[src/rtl/route_sequencer_if.sv]
// ---------------------------------------------------------------------------
// route_sequencer_if
// Groups the program-load, control and motor-controller handshake signals of
// route_sequencer so they travel as one bundle.
//   load_en / load_addr / load_cmd : program write port
//   start / abort                  : run control
//   Taskdone                       : level acknowledge from the motor controller
//   RouteRequest / PWMGo           : command and one-cycle strobe to the controller
//   busy / seq_done / fault / step : status
// Modports: slave = sequencer side, master = host / controller side.
// ---------------------------------------------------------------------------
interface route_sequencer_if;
  logic       load_en;
  logic [3:0] load_addr;
  logic [2:0] load_cmd;
  logic       start;
  logic       abort;
  logic       Taskdone;
  logic [2:0] RouteRequest;
  logic       PWMGo;
  logic       busy;
  logic       seq_done;
  logic       fault;
  logic [3:0] step;

  modport slave (
    input  load_en, load_addr, load_cmd, start, abort, Taskdone,
    output RouteRequest, PWMGo, busy, seq_done, fault, step
  );

  modport master (
    output load_en, load_addr, load_cmd, start, abort, Taskdone,
    input  RouteRequest, PWMGo, busy, seq_done, fault, step
  );
endinterface

[src/rtl/route_sequencer.sv]
// ---------------------------------------------------------------------------
// route_sequencer
// Steps through a small program of route codes, presenting each one to a
// motor controller with a one-cycle PWMGo strobe and waiting for a fresh
// low-then-high Taskdone acknowledge before moving on. A per-command timer
// turns a missing acknowledge into FAULT; abort sends STOP and returns to IDLE.
// Ports:
//   clk    : system clock, rising edge
//   rst    : synchronous active-high reset
//   io_bus : route_sequencer_if.slave (program load, control, handshake, status)
// ---------------------------------------------------------------------------
module route_sequencer #(
  parameter int          DEPTH          = 16,
  parameter logic [31:0] TIMEOUT_CYCLES = 32'd500_000_000
) (
  input  logic             clk,
  input  logic             rst,
  route_sequencer_if.slave io_bus
);

  typedef enum logic [2:0] {
    S_IDLE, S_ISSUE, S_WAIT_LOW, S_WAIT_HIGH, S_NEXT, S_DONE, S_FAULT
  } state_t;

  localparam logic [2:0]  CMD_STOP       = 3'b000;
  localparam logic [2:0]  CMD_CLAW_OPEN  = 3'b110;
  localparam logic [2:0]  CMD_CLAW_CLOSE = 3'b111;
  localparam logic [3:0]  LAST_STEP      = 4'(DEPTH - 1);
  localparam logic [31:0] TIMER_LIMIT    = TIMEOUT_CYCLES - 32'd1;

  state_t      r_state, w_state_nxt;
  logic [3:0]  r_step, w_step_nxt;
  logic [31:0] r_timer, w_timer_nxt;
  logic [2:0]  r_route, w_route_nxt;
  logic        r_pwm, w_pwm_nxt;
  logic [2:0]  r_prog [DEPTH];

  logic        w_busy;
  logic [2:0]  w_cmd;
  logic        w_immediate;
  logic        w_timed_out;
  logic [31:0] w_timer_inc;

  assign w_busy = (r_state == S_ISSUE) || (r_state == S_WAIT_LOW) ||
                  (r_state == S_WAIT_HIGH) || (r_state == S_NEXT);

  // Commands the controller finishes at once; their ack may skip the low phase.
  assign w_immediate = (r_route == CMD_STOP) || (r_route == CMD_CLAW_OPEN) ||
                       (r_route == CMD_CLAW_CLOSE);
  assign w_timed_out = (r_timer >= TIMER_LIMIT);
  assign w_timer_inc = (r_timer == '1) ? r_timer : r_timer + 32'd1;

  // Program read by compare loop so an out-of-range step reads STOP.
  always_comb begin
    w_cmd = CMD_STOP;
    for (int i = 0; i < DEPTH; i++) begin
      if (r_step == 4'(i)) w_cmd = r_prog[i];
    end
  end

  // NOTE: every signal gets a default before the case so no path leaves one
  // unassigned; otherwise synthesis infers a latch.
  always_comb begin
    w_state_nxt = r_state;
    w_step_nxt  = r_step;
    w_timer_nxt = r_timer;
    w_route_nxt = r_route;
    w_pwm_nxt   = 1'b0;

    unique case (r_state)
      S_IDLE, S_DONE, S_FAULT: begin
        if (io_bus.abort) begin
          if (io_bus.start) w_state_nxt = S_IDLE;
        end else if (io_bus.start) begin
          w_step_nxt  = '0;
          w_timer_nxt = '0;
          w_state_nxt = S_ISSUE;
        end
      end
      S_ISSUE: begin
        w_route_nxt = w_cmd;
        w_pwm_nxt   = 1'b1;
        w_timer_nxt = '0;
        w_state_nxt = S_WAIT_LOW;
      end
      S_WAIT_LOW: begin
        w_timer_nxt = w_timer_inc;
        if (!io_bus.Taskdone) begin
          w_state_nxt = S_WAIT_HIGH;
        end else if (w_immediate && (r_timer != '0)) begin
          // Taskdone still high one cycle after the strobe: a 2-cycle hold,
          // so a level present only before the strobe is never accepted.
          w_state_nxt = S_NEXT;
        end else if (w_timed_out) begin
          w_state_nxt = S_FAULT;
        end
      end
      S_WAIT_HIGH: begin
        w_timer_nxt = w_timer_inc;
        if (io_bus.Taskdone)  w_state_nxt = S_NEXT;
        else if (w_timed_out) w_state_nxt = S_FAULT;
      end
      S_NEXT: begin
        if ((r_route == CMD_STOP) || (r_step == LAST_STEP)) begin
          w_state_nxt = S_DONE;
        end else begin
          w_step_nxt  = r_step + 4'd1;
          w_state_nxt = S_ISSUE;
        end
      end
      default: w_state_nxt = S_IDLE;
    endcase

    // Abort outranks acknowledge and timeout decided above.
    if (w_busy && io_bus.abort) begin
      w_route_nxt = CMD_STOP;
      w_pwm_nxt   = 1'b1;
      w_state_nxt = S_IDLE;
    end
  end

  // NOTE: sequential state uses non-blocking assignments so every register
  // samples pre-edge values regardless of statement order.
  always_ff @(posedge clk) begin
    if (rst) begin
      r_state <= S_IDLE;
      r_step  <= '0;
      r_timer <= '0;
      r_route <= CMD_STOP;
      r_pwm   <= 1'b0;
      // NOTE: the program is a register file, not RAM, so it can be and is
      // reset; a block RAM could not be cleared this way.
      for (int i = 0; i < DEPTH; i++) r_prog[i] <= CMD_STOP;
    end else begin
      r_state <= w_state_nxt;
      r_step  <= w_step_nxt;
      r_timer <= w_timer_nxt;
      r_route <= w_route_nxt;
      r_pwm   <= w_pwm_nxt;
      if (io_bus.load_en && !w_busy) begin
        for (int i = 0; i < DEPTH; i++) begin
          if (io_bus.load_addr == 4'(i)) r_prog[i] <= io_bus.load_cmd;
        end
      end
    end
  end

  assign io_bus.RouteRequest = r_route;
  assign io_bus.PWMGo        = r_pwm;
  assign io_bus.busy         = w_busy;
  assign io_bus.seq_done     = (r_state == S_DONE);
  assign io_bus.fault        = (r_state == S_FAULT);
  assign io_bus.step         = r_step;

endmodule

[src/flat_wrapper.sv]
// flat-port wrapper written by rule: the top's interface ports become plain ports
module route_sequencer_flat 
#(
  parameter int          DEPTH          = 16,
  parameter logic [31:0] TIMEOUT_CYCLES = 32'd500_000_000
)
  (clk, rst, io_bus_load_en, io_bus_load_addr, io_bus_load_cmd, io_bus_start, io_bus_abort, io_bus_Taskdone, io_bus_RouteRequest, io_bus_PWMGo, io_bus_busy, io_bus_seq_done, io_bus_fault, io_bus_step);
  route_sequencer_if io_bus_i ();
  input  logic clk;
  input  logic rst;
  input wire logic [$bits(io_bus_i.load_en)-1:0] io_bus_load_en;
  input wire logic [$bits(io_bus_i.load_addr)-1:0] io_bus_load_addr;
  input wire logic [$bits(io_bus_i.load_cmd)-1:0] io_bus_load_cmd;
  input wire logic [$bits(io_bus_i.start)-1:0] io_bus_start;
  input wire logic [$bits(io_bus_i.abort)-1:0] io_bus_abort;
  input wire logic [$bits(io_bus_i.Taskdone)-1:0] io_bus_Taskdone;
  output wire logic [$bits(io_bus_i.RouteRequest)-1:0] io_bus_RouteRequest;
  output wire logic [$bits(io_bus_i.PWMGo)-1:0] io_bus_PWMGo;
  output wire logic [$bits(io_bus_i.busy)-1:0] io_bus_busy;
  output wire logic [$bits(io_bus_i.seq_done)-1:0] io_bus_seq_done;
  output wire logic [$bits(io_bus_i.fault)-1:0] io_bus_fault;
  output wire logic [$bits(io_bus_i.step)-1:0] io_bus_step;
  assign io_bus_i.load_en = io_bus_load_en;
  assign io_bus_i.load_addr = io_bus_load_addr;
  assign io_bus_i.load_cmd = io_bus_load_cmd;
  assign io_bus_i.start = io_bus_start;
  assign io_bus_i.abort = io_bus_abort;
  assign io_bus_i.Taskdone = io_bus_Taskdone;
  assign io_bus_RouteRequest = io_bus_i.RouteRequest;
  assign io_bus_PWMGo = io_bus_i.PWMGo;
  assign io_bus_busy = io_bus_i.busy;
  assign io_bus_seq_done = io_bus_i.seq_done;
  assign io_bus_fault = io_bus_i.fault;
  assign io_bus_step = io_bus_i.step;
  route_sequencer #(.DEPTH(DEPTH), .TIMEOUT_CYCLES(TIMEOUT_CYCLES)) u_core (.clk(clk), .rst(rst), .io_bus(io_bus_i));
endmodule
[config.mk]
export PLATFORM = sky130hd
export DESIGN_NAME = route_sequencer_flat
export DESIGN_NICKNAME = d
export VERILOG_FILES = /design/src/rtl/route_sequencer_if.sv /design/src/rtl/route_sequencer.sv /design/src/flat_wrapper.sv
export SDC_FILE = /design/constraint.sdc
export NUM_CORES = 1
export LEC_CHECK = 0
export CORE_MARGIN = 3
export CORE_UTILIZATION = 25
export CTS_CLUSTER_SIZE = 24
export DETAILED_ROUTE_END_ITERATION = 10
export PLACE_DENSITY_LB_ADDON = 0.3
export RECOVER_POWER = 25
export SYNTH_ARGS = -nofsm -noshare
export SYNTH_HDL_FRONTEND = slang
export SYNTH_SLANG_ARGS = --single-unit
export TNS_END_PERCENT = 100
[constraint.sdc]
create_clock -name clk -period 1.9 [get_ports clk]
set_input_delay 0.285 -clock clk [delete_from_list [all_inputs] [get_ports clk]]
set_output_delay 0.285 -clock clk [all_outputs]
set_load 0.02 [all_outputs]
==> flow_summary.ini, run 1 <==
[run_status]
run_status = finished, violations left
violations = setup timing

[synthesis]
synth.area.top_cells = edfxtp_1, dfxtp_1, nand2b_1
syn_area_um2 = 5115
syn_nets = 583
synth-edff-count = 48
yosysTopAreaCell = edfxtp_1
synth_cells = 564
ys_seq_area_share_pct = 45.01
synth_top_area_share_pct = 28.18
syn_area_per_cell_um2 = 9.069
ys.flop_type = edfxtp_1
synth.distinct_cells = 66
ys_ff_latch = 91
async_flop_share_pct = 0
synth_warnings = 0

[layout]
n_antenna_cell = 0
finalNonFillerCells = 965
design_area_um2 = 7268
drive_gt1_share_pct = 31.86
area_growth_pct = 42.10
fin_util_pct = 36.74
nets = 714

[placed_design]
hpwl_um = 11130
port_buffers = 23
dp_cells = 941
place_area_um2 = 6525
gp_congestion = 0.8537

[worst_hold_path]
min_delay_path_depth = 2
min_from = u_core.r_timer[30]
min_path_type = reg2reg
hold_end = u_core.r_timer[30]

[cts]
cts_made_buffers = 9
clock_path_buffers = 2
htreeDepth = 3
cts_root_buffer = clkbuf_16
clk_latency_ns = 0.36
cts_tree = built
clk_pin_slew_worst_paths_ns = 0.07
cts.sinks = 91

[power_and_ir_drop]
power.density_nw_per_um2 = 843.6
clockPowerShare_pct = 29.3
swShare_pct = 33.44
power.switching_uw = 2050
p_int_uw = 4081
pwr-share-seq_pct = 37.2
p_comb_share_pct = 33.4
p_leak_uw = 0.002692
finalPower_uw = 6131
vdd_drop_max_uv = 642.4

[timing]
finalSetupTns_ns = -0.2236
tightest_slew_ns = 0.5953
skew_ns = 0.007126
postLayoutSetupSlackWorst_ns = -0.05532
max_freq_ghz = 0.5114
setup_violations = 7
rsz0062_at_grt = yes
slew_headroom_pct = 60.31
fin_crit_sh_pct = 102.9
min_period_ns = 1.955
slew_violations = 0
finalHoldViolCount = 0

[job]
drv_cap = 0

[setup_path]
required_ns = 2.20
startpoint_type = register
r2r_slack_ns = -0.06
cp-end-kind = register
cp_top_family = simple AND/OR/NAND/NOR gates
r2r-end = u_core.r_timer[9]
path_class = reg2reg
cpPeakStageDelay_ns = 0.53
critPathSlowestCell = or4_4
cp_cell_sequence = and2_4 > o21a_4 > buf_4 > or3_4 > or4_4 > a21oi_2
crit_fanout = 8
rr_startpoint = u_core.r_state[1]
worst-path-buf-inv = 1
ff2ff_path_depth = 6
crit_arrival_ns = 2.26

[grt]
antenna_found_initial = 0
track_usage_pct = 13.39
first_global_vias = 4798
grt_pass1_wl_um = 24070
grt_overflow = 0
grt_max_degree = 30

[die]
chipHeight_um = 149.0
start_util_pct = 25.86
dieWidth_um = 149.0
fp.dieArea_um2 = 22210
fp-row-count = 51
io_pins = 24
core_um2 = 19780

[drt]
drc_errors = 0
ant_nets = 0
first_pass_iters = 5
wl_um = 15020
avgViaCountPerCell = 4.995
dr.first_iter.drc_count = 302
vias = 4820
routedWlPerCell_um = 15.57
metrics by stage:
step	setup slack, ns	hold WS (ns)
global route	-0.1180	0.5298
finish	-0.05532	0.4957
CTS	-0.03707	0.4913
global placement	-0.6240	0.4766
floorplan	-0.08923	0.3866
detailed placement	-0.6761	0.4829
cells by family (layout without fill, tap and decap cells):
group                    Yosys count  count (layout)  synth area share, %
AND/OR/NAND/NOR                  277             277                29.26
AO/OA/AOI/OAI                    123             123                16.95
flip-flops                        91              91                45.01
buffers and inverters             49             185                3.816
multiplexers                      17              17                3.327
adder cells (fa/ha/maj)            6               6                1.468
XOR/XNOR                           1               1               0.1713
routing by layer:
metal	vias up	track usage (%)	share of wire [%]
met2	75	23.08	52
li1	2376	-	-
met3	18	2.826	2.9
met4	0	4.485	1.6
met1	2351	16.67	44
met5	-	0	0
repair_timing:
action | CTS | global route
pin swaps | 5 | 21
buffers inserted | 1 | 5
resized for setup | 32 | 74
gates cloned | 0 | 2
hold buffers | 0 | 0
setup endpoints to repair | 78 | 58
power by group through the flow:
stage	logic [uW]	registers [uW]	clock network [uW]
finish	2050	2280	1800
floorplan	900	2340	0
CTS	1900	2260	1840
global placement	1820	2300	0
detailed placement	1860	2300	0
global route	2240	2290	1950
how the worst max path moves through the flow:
stage	startpoint	to	slack, ns	cells past startpoint
after detailed placement	io_bus_start	u_core.r_timer[26]	-0.68	8
after floorplan	io_bus_abort	u_core.r_timer[20]	-0.09	7
after CTS	u_core.r_state[1]	u_core.r_timer[9]	-0.04	6
after global placement	io_bus_start	u_core.r_timer[9]	-0.62	8
after global routing	u_core.r_timer[13]	u_core.r_timer[1]	-0.12	8
final	u_core.r_state[1]	u_core.r_timer[9]	-0.06	6
sequential cells by signal (all words and copies together) (netlist names):
| signal | cells |
|---|---|
| u_core.io_bus.PWMGo | 1 |
| u_core.io_bus.step | 4 |
| u_core.io_bus.RouteRequest | 3 |
| u_core.r_prog | 48 |
| u_core.r_state | 3 |
| u_core.r_timer | 32 |
cell usage in the layout (no fill, tap or decap), drive strengths merged, types with 6 or more instances in the layout:
master           n
clkbuf          11
or4              7
nor2b           11
and3             8
inv             22
dfxtp           43
nand2b          42
o21ai           16
o31ai            7
a21oi           21
nor4            17
a31oi           12
nand2           55
nor2            54
buf            126
nand4           16
mux2i           17
or3              9
clkdlybuf4s50   16
nand3           22
ha               6
nor3            16
edfxtp          48
o211ai          11
area by class of cell:
type                            count  area, um2
Fill cell                        1990      12510
Tap cell                          265      331.6
Timing Repair Buffer              151       1249
Clock inverter                      7      70.07
Inverter                           18      68.82
Clock buffer                        9      225.2
Sequential cell                    91       2320
Multi-Input combinational cell    424       3004
worst register-to-register path, stage by stage, from the launching register on:
cell and delay (ns):
dfxtp_2 0.35, and2_4 0.17, o21a_4 0.20, buf_4 0.14
or3_4 0.38, or4_4 0.53, a21oi_2 0.13
Yosys cell counts (4+ instances only):
cell type and n:
edfxtp_1 48, o21ai_0 14, nor4_1 15, nand3_1 22, a221oi_1 5, nand2b_1 41, dfxtp_1 43, clkbuf_1 21
nand2_1 55, a21oi_1 21, a31oi_1 12, a21o_1 5, or4_1 7, nor2b_1 11, o31ai_1 7, mux2i_1 17
a31o_2 4, nor3_1 15, o41ai_1 4, or3_1 9, o211ai_1 11, and2_1 5, inv_1 17, ha_1 6
buf_2 9, o221ai_1 4, and3_1 8, a211oi_1 4, nor2_1 54, nand4_1 15
Note: power is estimated with default switching activity, not from simulation.
==> run 2, diff against run 1 <==
--- a/config.mk
+++ b/config.mk
@@ -5,8 +5,10 @@
 export SDC_FILE = /design/constraint.sdc
 export NUM_CORES = 1
 export LEC_CHECK = 0
-export CORE_MARGIN = 3
-export CORE_UTILIZATION = 25
+export CELL_PAD_IN_SITES_DETAIL_PLACEMENT = 1
+export CELL_PAD_IN_SITES_GLOBAL_PLACEMENT = 2
+export CORE_MARGIN = 4
+export CORE_UTILIZATION = 35
 export CTS_CLUSTER_SIZE = 24
 export DETAILED_ROUTE_END_ITERATION = 10
 export PLACE_DENSITY_LB_ADDON = 0.3
==> run 2 against run 1 <==
  * The flow still finishes with violations (setup timing)
  * Clock skew is 0.0063 ns higher
  * Hold slack got worse by 0.00070 ns
  * Wire length is 17% higher
  * First-iteration DRC count fell by 13%
  * Fmax increased by 1.4%
==> flow_summary.ini, run 2 (same netlist as run 1, synthesis figures left out) <==
[run_status]
run_status = finished, violations left
violations = setup timing

[layout]
n_antenna_cell = 0
area_growth_pct = 46.92
nets = 712
design_area_um2 = 7515
final_cell_mix = buf_4, edfxtp_1, nor2_1, nand2_1, nand2b_1
largest_register_ffs = 48
finalNonFillerCells = 878
fillers = 1570
final_common_cell = buf_4
largest-register = u_core.r_prog
drive_gt1_share_pct = 39.54
fin_util_pct = 53.31

[timing]
min_period_ns = 1.929
finalSetupTns_ns = -0.1035
slew_headroom_pct = 52.40
fin_crit_sh_pct = 101.5
tightest_slew_ns = 0.7113
skew_ns = 0.01343
postLayoutSetupSlackWorst_ns = -0.02915
setup_violations = 5
slew_violations = 0
finalHoldViolCount = 0
rsz0062_at_grt = yes
max_freq_ghz = 0.5184

[setup_path]
required_ns = 2.17
cp_cell_sequence = and4_4 > buf_4 > nand4_1 > or4_4 > nor4_4 > mux2i_1
critPathSlowestCell = or4_4
cp-end-kind = register
crit_fanout = 6
crit_arrival_ns = 2.20
r2r_slack_ns = -0.03
startpoint_type = register
worst-path-buf-inv = 1
path_class = reg2reg
cp_top_family = simple AND/OR/NAND/NOR gates
cpPeakStageDelay_ns = 0.55

[power_and_ir_drop]
vdd_drop_max_uv = 526.7
power.density_nw_per_um2 = 866.4
p_leak_uw = 0.002882

[grt]
grt_overflow = 0
grt_max_degree = 24
grt.busiest_layer = met2
first_global_vias = 5244
antenna_found_initial = 0
grtUsageMet3_pct = 3.694
track_usage_pct = 20.97
grt_pass1_wl_um = 27610
grtUsageMet1_pct = 26.83
met2_usage_pct = 35.37

[die]
core_um2 = 14100
chipHeight_um = 128.9
io_pins = 24
start_util_pct = 36.29
fp-row-count = 43
dieWidth_um = 128.9
fp.dieArea_um2 = 16610

[cts]
cts_tree = built
clk_pin_slew_worst_paths_ns = 0.07
cts.sinks = 91
cts_root_buffer = clkbuf_16
clk_latency_ns = 0.36
clock_path_buffers = 2
cts_made_buffers = 9
htreeDepth = 3

[worst_hold_path]
min_path_type = reg2reg

[drt]
vias = 5084
ant_nets = 0
drc_errors = 0
avgViaCountPerCell = 5.790
first_pass_iters = 5
wl_um = 17570
routedWlPerCell_um = 20.01
dr.first_iter.drc_count = 262

[placed_design]
post-place-ws_ns = -0.6914
port_buffers = 23
place_area_um2 = 6380
gp_congestion = 0.8585
hpwl_um = 12530
dp_cells = 853

[job]
drv_cap = 0
[run 2: changes by cell type in the layout (fill, tap and decap cells not counted), sizes merged]
| cell | previous run | this run |
|---|---|---|
| clkinvlp | 1 | 0 |
| clkbuf | 11 | 12 |
| buf | 126 | 123 |
| clkinv | 2 | 3 |
| dlygate4sd2 | 5 | 2 |
| clkdlybuf4s15 | 0 | 3 |
[run 2: worst paths after layout]
check / from / to / cells after the start
setup / recovery: u_core.r_timer[4] / u_core.r_timer[19] / 6
hold / removal: u_core.r_timer[30] / u_core.r_timer[30] / 2
setup reg to reg: u_core.r_timer[4] / u_core.r_timer[19] / 6
hold reg to reg: u_core.r_timer[30] / u_core.r_timer[30] / 2
[run 2: stage by stage]
stage / total power [uW] / hold slack, ns
after floorplan: 3237 / 0.3866
after detailed placement: 4194 / 0.4841
final: 6511 / 0.4950
after CTS: 6277 / 0.4934
after global placement: 4111 / 0.4689
after global routing: 6826 / 0.5428
[run 2: final cells by class]
type                            count  area (um2)  area share (%)
Timing Repair Buffer              149        1255           16.70
Sequential cell                    91        2327           30.97
Clock buffer                        9       225.2           2.997
Clock inverter                      7       71.32          0.9491
Tap cell                          180       225.2           2.997
Multi-Input combinational cell    424        3343           44.49
Inverter                           18       67.56          0.8991
[run 2: power breakdown]
group          leakage, uW  internal (uW)  switching (uW)
clock network     0.000146            931             897
registers         0.000851           2200            86.8
logic              0.00188           1090            1310
[run 2: metal layers]
| metal | routed length, um | vias up | part of all wire, % |
|---|---|---|---|
| met5 | 0 | - | 0 |
| met4 | 388 | 0 | 2.2 |
| met3 | 694 | 29 | 4.0 |
| met2 | 8936 | 108 | 51 |
| met1 | 7546 | 2567 | 43 |
| li1 | - | 2380 | - |
[run 2: what timing repair did]
item	CTS	global route
gates resized for setup	77	115
pin swaps	9	24
setup endpoints to repair	101	88
buffers inserted	5	2
hold buffers	0	0
cloned	1	1
[run 2: tightest hold or removal path: stages (launching register included)]
cell     delay, ns
dfxtp_1       0.33
nand2_1       0.06
mux2i_1       0.06
